$ cat src/rtl/uart_tx_arbiter_pkg.sv
`default_nettype none
// ============================================================================
//  Module      : uart_tx_arbiter_pkg
//  Description : Shared definitions for the UART transmit arbiter: FSM state
//                encoding, byte width and the default done-timeout.
//  Revision    : 1.0 - initial release
// ============================================================================
package uart_tx_arbiter_pkg;

  typedef enum logic [1:0] {
    ST_IDLE      = 2'b00,
    ST_LOAD      = 2'b01,
    ST_WAIT_DONE = 2'b10,
    ST_GAP       = 2'b11
  } state_t;

  localparam int BYTE_W                 = 8;
  localparam int TIMEOUT_CNT_W          = 16;
  localparam int DEFAULT_TIMEOUT_CYCLES = 65535;

endpackage
`default_nettype wire

$ cat src/rtl/uart_tx_arbiter_rr_pick.sv
`default_nettype none
// ============================================================================
//  Module      : rr_pick
//  Description : Combinational round-robin picker. Returns the first active
//                request at or after the pointer, wrapping modulo N.
//  Ports       : req   - request vector
//                ptr   - highest-priority index (must be < N)
//                grant - one-hot winner, all zero when no request
//                valid - at least one request present
//  Revision    : 1.0 - initial release
// ============================================================================
module rr_pick #(
  parameter int N     = 4,
  parameter int PTR_W = $clog2(N)
) (
  input  logic [N-1:0]     req,
  input  logic [PTR_W-1:0] ptr,
  output logic [N-1:0]     grant,
  output logic             valid
);

  // Rotate so that bit 0 is the requester at ptr, pick the lowest set bit,
  // then rotate the one-hot result back. Doubling the vector makes the
  // rotation work for non-power-of-two N as long as ptr < N.
  logic [N-1:0] rot;
  logic [N-1:0] oh;

  assign rot = N'({req, req} >> ptr);

  always_comb begin
    oh = '0;
    for (int k = N - 1; k >= 0; k--) begin
      if (rot[k]) begin
        oh    = '0;
        oh[k] = 1'b1;
      end
    end
  end

  assign grant = N'(({oh, oh} << ptr) >> N);
  assign valid = |req;

endmodule
`default_nettype wire

$ cat src/rtl/uart_tx_arbiter.sv
`default_nettype none
// ============================================================================
//  Module      : uart_tx_arbiter
//  Description : Shares one byte transmitter among N_REQ requesters. A grant
//                is held for a whole packet (until the byte flagged last or
//                until the requester drops its request); priority rotates
//                round-robin between packets.
//  Ports       : iClock/iReset      - clock, async active-high reset
//                iReq/iData/iLast   - per-requester byte handshake inputs
//                oAck               - one-cycle byte-consumed pulse
//                oGrant             - one-hot current owner
//                oTxData/oTxSend    - byte and send pulse to transmitter
//                iTxDone            - transmitter finished byte
//                oBusy              - arbiter not idle
//                oError             - sticky done-timeout flag
//  Options     : UART_TX_ARB_TIMEOUT_EN - enables the done timeout; when not
//                defined the arbiter waits for iTxDone indefinitely and
//                oError is tied low.
//  Revision    : 1.0 - initial release
// ============================================================================
module uart_tx_arbiter
  import uart_tx_arbiter_pkg::*;
#(
  parameter int N_REQ          = 4,
  parameter int TIMEOUT_CYCLES = DEFAULT_TIMEOUT_CYCLES
) (
  input  logic                    iClock,
  input  logic                    iReset,
  input  logic [N_REQ-1:0]        iReq,
  input  logic [BYTE_W*N_REQ-1:0] iData,
  input  logic [N_REQ-1:0]        iLast,
  output logic [N_REQ-1:0]        oAck,
  output logic [N_REQ-1:0]        oGrant,
  output logic [BYTE_W-1:0]       oTxData,
  output logic                    oTxSend,
  input  logic                    iTxDone,
  output logic                    oBusy,
  output logic                    oError
);

  localparam int PTR_W = $clog2(N_REQ);

  if (N_REQ < 2 || N_REQ > 8 || TIMEOUT_CYCLES < 1 ||
      TIMEOUT_CYCLES > 65535) begin : g_bad_params
    $error("uart_tx_arbiter: N_REQ must be 2..8, TIMEOUT_CYCLES 1..65535");
  end

  state_t             state, state_n;
  logic [N_REQ-1:0]   grant_n, ack_n;
  logic [BYTE_W-1:0]  tx_data_n;
  logic               tx_send_n;
  logic               last_r, last_n;
  logic [PTR_W-1:0]   ptr, ptr_n;
  logic [PTR_W-1:0]   gidx, gidx_next;
  logic [N_REQ-1:0]   pick;
  logic               pick_valid;
  logic [BYTE_W-1:0]  sel_data;
  logic               sel_last;
  logic               sel_req;

`ifdef UART_TX_ARB_TIMEOUT_EN
  logic [TIMEOUT_CNT_W-1:0] cnt, cnt_n;
  logic                     err_n;
`endif

  rr_pick #(
    .N     (N_REQ),
    .PTR_W (PTR_W)
  ) u_rr_pick (
    .req   (iReq),
    .ptr   (ptr),
    .grant (pick),
    .valid (pick_valid)
  );

  // Index and inputs of the current owner.
  always_comb begin
    gidx     = '0;
    sel_data = '0;
    for (int i = 0; i < N_REQ; i++) begin
      if (oGrant[i]) begin
        gidx     = PTR_W'(i);
        sel_data = iData[i*BYTE_W +: BYTE_W];
      end
    end
  end

  assign sel_last  = |(iLast & oGrant);
  assign sel_req   = |(iReq & oGrant);
  assign gidx_next = (gidx == PTR_W'(N_REQ - 1)) ? '0 : gidx + PTR_W'(1);
  assign oBusy     = (state != ST_IDLE);

  always_comb begin
    state_n   = state;
    grant_n   = oGrant;
    ack_n     = '0;
    tx_data_n = oTxData;
    tx_send_n = 1'b0;
    last_n    = last_r;
    ptr_n     = ptr;
`ifdef UART_TX_ARB_TIMEOUT_EN
    cnt_n     = cnt;
    err_n     = oError;
`endif
    case (state)
      ST_IDLE: begin
        if (pick_valid) begin
          grant_n = pick;
          last_n  = |(iLast & pick);
          state_n = ST_LOAD;
        end
      end
      ST_LOAD: begin
        tx_data_n = sel_data;
        tx_send_n = 1'b1;
        state_n   = ST_WAIT_DONE;
`ifdef UART_TX_ARB_TIMEOUT_EN
        cnt_n     = '0;
`endif
      end
      ST_WAIT_DONE: begin
        if (iTxDone) begin
          ack_n = oGrant;
          if (last_r) begin
            grant_n = '0;
            ptr_n   = gidx_next;
            state_n = ST_IDLE;
          end else begin
            state_n = ST_GAP;
          end
        end
`ifdef UART_TX_ARB_TIMEOUT_EN
        // The count reaches TIMEOUT_CYCLES on this edge: give up on the byte.
        else if (cnt == TIMEOUT_CNT_W'(TIMEOUT_CYCLES - 1)) begin
          err_n   = 1'b1;
          grant_n = '0;
          ptr_n   = gidx_next;
          state_n = ST_IDLE;
        end else begin
          cnt_n = cnt + TIMEOUT_CNT_W'(1);
        end
`endif
      end
      ST_GAP: begin
        // The requester saw oAck during this cycle and has either presented
        // its next byte or withdrawn its request.
        if (sel_req) begin
          last_n  = sel_last;
          state_n = ST_LOAD;
        end else begin
          grant_n = '0;
          ptr_n   = gidx_next;
          state_n = ST_IDLE;
        end
      end
      default: state_n = ST_IDLE;
    endcase
  end

  always_ff @(posedge iClock or posedge iReset) begin
    if (iReset) begin
      state   <= ST_IDLE;
      oGrant  <= '0;
      oAck    <= '0;
      oTxData <= '0;
      oTxSend <= 1'b0;
      last_r  <= 1'b0;
      ptr     <= '0;
    end else begin
      state   <= state_n;
      oGrant  <= grant_n;
      oAck    <= ack_n;
      oTxData <= tx_data_n;
      oTxSend <= tx_send_n;
      last_r  <= last_n;
      ptr     <= ptr_n;
    end
  end

`ifdef UART_TX_ARB_TIMEOUT_EN
  always_ff @(posedge iClock or posedge iReset) begin
    if (iReset) begin
      cnt    <= '0;
      oError <= 1'b0;
    end else begin
      cnt    <= cnt_n;
      oError <= err_n;
    end
  end
`else
  assign oError = 1'b0;
`endif

endmodule
`default_nettype wire

$ cat config.mk
export PLATFORM = sky130hd
export DESIGN_NAME = uart_tx_arbiter
export DESIGN_NICKNAME = d
export VERILOG_FILES = /design/src/rtl/uart_tx_arbiter_pkg.sv /design/src/rtl/uart_tx_arbiter_rr_pick.sv /design/src/rtl/uart_tx_arbiter.sv
export SDC_FILE = /design/constraint.sdc
export NUM_CORES = 1
export LEC_CHECK = 0
export CORE_ASPECT_RATIO = 1.5
export CORE_MARGIN = 2
export CORE_UTILIZATION = 30
export CTS_BUF_LIST = sky130_fd_sc_hd__clkbuf_8
export CTS_CLUSTER_SIZE = 20
export DETAILED_ROUTE_END_ITERATION = 10
export HOLD_SLACK_MARGIN = 0.15
export PLACE_DENSITY = 0.69
export SETUP_SLACK_MARGIN = 0.3
export SYNTH_ARGS = -nofsm -noshare
export SYNTH_HDL_FRONTEND = slang
export SYNTH_HIERARCHICAL = 1
export SYNTH_SLANG_ARGS = --single-unit
$ cat constraint.sdc
create_clock -name iClock -period 1.9 [get_ports iClock]
set_input_delay 0.475 -clock iClock [delete_from_list [all_inputs] [get_ports iClock]]
set_output_delay 0.475 -clock iClock [all_outputs]
set_load 0.02 [all_outputs]
==> reports/metrics.yaml <==
run_status:
  status: "complete, no violations"
place:
  routabilityCongestion: 0.808
  dp_slack_ns: -0.280
  place_inst: 257
  numPortBuffers: 60
  place_area_um2: 2010
  dpl.hpwl_mm: 2.78
cells_and_area:
  final_nets: 260
  diodes: 0
  most-common-layout-cells: "38 x clkdlybuf4s50_1, 21 x nand2_1, 20 x dfrtp_1"
  fillers: 422
  layout_commonest_cell: "clkdlybuf4s50_1"
  layout-drive-gt1-share_pct: 14.8
  design_area_um2: 2080
  area_growth_pct: 62.3
  instances_no_fill: 262
clock_tree:
  ctsHoldBuffers: 0
  cts_tree: "built"
  clk-insertion-delay-late_ns: 0.26
  cts_sinks: 22
  clkTransAtPathRegs_ns: 0.08
  htreeDepth: 1
  root_buffer: "clkbuf_8"
  clk_path_buf_depth: 2
  cts_buffers: 3
yosys:
  synth-seq-cells: 22
  netlist_instances: 145
  synth_ff_type: "dfrtp_1"
  syn-num-nets: 188
  synth_area_leader_cell: "dfrtp_1"
  synth_top_area_share_pct: 43.0
  synth_area_per_cell_um2: 8.84
  yosys-top-cells-area: "dfrtp_1 43%, a221o_1 6.3%, nand2_1 6.2%"
  syn-cell-area_um2: 1280
  ys_seq_area_share_pct: 43.0
  synth-edff-count: 0
  yosysUniqueCellTypes: 34
  ys_warn_count: 6
  ys_async_sr_fraction_pct: 100
setup_path:
  worstRegToRegCells: 7
  start_kind: "input pin"
  reg2reg_to: "last_r"
  crit_family: "compound AO/OA/AOI/OAI gates"
  r2r_setup_slack_ns: 0.33
  path_class: "input pin to flop"
  r2r-start: "ptr[1]"
  end_kind: "flop"
  worstPathArrival_ns: 1.76
  path_buf_inv: 1
  cp_cell_sequence: "clkdlybuf4s15_1, o21a_1, o22ai_1, and2_1, a222oi_1, nand2_1, nand3_1, a311oi_1"
  required_ns: 2.06
  cpPeakStageDelay_ns: 0.27
  cpMaxStageDelayCell: "a311oi_1"
  crit_path_max_fanout: 7
floorplan:
  initial_core_util_pct: 30.7
  core_area_um2: 4170
  die_w_um: 57.4
  num_rows: 29
  die_y_um: 84.0
  pin_count: 62
  fp.dieArea_um2: 4820
sta:
  fmax_mhz: 627
  rsz0062_at_grt: "yes"
  fin_skew_ns: 0.00219
  setup_slack_ns: 0.306
  tns_ns: 0
  setup_viol: 0
  final_max_slew_viol_count: 0
  period_minus_slack_ns: 1.59
  hold_viol: 0
  period_share_pct: 83.9
global_routing:
  grt_usage_pct: 15.4
  antenna_found_initial: 0
  grt_pass1_wl_mm: 5.86
  grt_overflow: 0
  grt_pass1_vias: 1315
  grt_max_degree: 23
route:
  routedWlPerCell_um: 13.9
  drcViolationCount: 0
  ant_nets: 0
  drt-total-wl_mm: 3.63
  vias: 1363
  initialDrtViolationCount: 64
  routed_via_density: 5.20
  dr.pass1.iters: 4
power:
  p_leak_nw: 0.939
  p_per_area_nw_per_um2: 1470
  peakVddDrop_v: 0.000841
  fin_total_pwr_mw: 3.05
hold_path:
  hold_path_class: "input pin to async pin"
flow_run:
  cap_violations: 0
[worst min-delay path, stage by stage]
cell and delay [ns]:
clkdlybuf4s50_1 0.39, inv_1 0.05, buf_4 0.27
[worst max-delay path by stage]
stage / start / endpoint / slack, ns / cells after the start
final: iReq[3] / last_r / 0.31 / 8
after global routing: ptr[1] / last_r / 0.14 / 7
after CTS: oGrant[1] / oGrant[1] / 0.05 / 1
after detailed placement: iReq[2] / last_r / -0.28 / 8
after global placement: iReq[3] / last_r / -0.23 / 8
after floorplan: oGrant[1] / ptr[0] / 0.41 / 4
[logic make-up after synthesis]
family                 share of synthesized area (%)
AOI/OAI and AO/OA                               30.8
DFF                                             43.0
muxes                                           1.95
and+or+nand+nor                                 18.6
buffers and inverters                           5.47
other                                          0.293
[state kept, by name, summed over array words and instances, names as in the netlist]
| name | count |
|---|---|
| oTxData | 8 |
| last_r | 1 |
| oGrant | 4 |
| oAck | 4 |
| state | 2 |
| ptr | 2 |
| oTxSend | 1 |
[power by group]
group	internal, mW	switching [mW]	total (mW)
logic	0.828	0.941	1.77
registers	0.674	0.175	0.849
clock network	0.281	0.149	0.430
total	1.78	1.26	3.05
[cell usage after synthesis, types with 2 or more instances]
master,number
clkinv_1,2
nand2_1,21
o21ai_0,5
a21oi_1,3
o211ai_1,8
o31ai_1,2
a31oi_1,9
buf_2,5
and2_1,2
a21o_1,2
clkbuf_1,4
and3_1,6
o21a_1,2
dfrtp_1,22
nor2_1,14
inv_1,4
a221o_1,8
nor2b_1,6
a22oi_1,5
[final cells by class]
type | count | area, µm² | share of cell area, %
clock buffer | 3 | 41.3 | 1.99
clock inverter | 1 | 30.0 | 1.44
inverter | 6 | 22.5 | 1.08
tap | 46 | 57.6 | 2.77
multi-input combinational | 107 | 671 | 32.3
timing repair buffer | 77 | 704 | 33.9
sequential | 22 | 553 | 26.6
[through the flow]
step | hold WS (ns) | util [%]
floorplan | 0.464 | -
global placement | 0.533 | 48.2
detailed placement | 0.539 | 48.2
CTS | 0.550 | 49.7
global route | 0.561 | 49.8
finish | 0.534 | 49.8
[routing by layer]
| layer | wire length [µm] | part of all wire (%) | global-route usage [%] |
|---|---|---|---|
| met5 | 0 | 0 | 0 |
| met4 | 87 | 2.4 | 7.61 |
| met3 | 224 | 6.2 | 2.48 |
| met2 | 1820 | 50 | 26.4 |
| met1 | 1510 | 41 | 18.0 |
[timing repair]
action / 4_1_cts / 5_1_grt
gates cloned: 0 / 0
setup endpoints to repair: 34 / 14
pin swaps: 1 / 2
resized for setup: 28 / 5
endpoints found under the hold margin: 0 / 0
buffers inserted: 1 / 0
(Power assumes the default switching activity.)
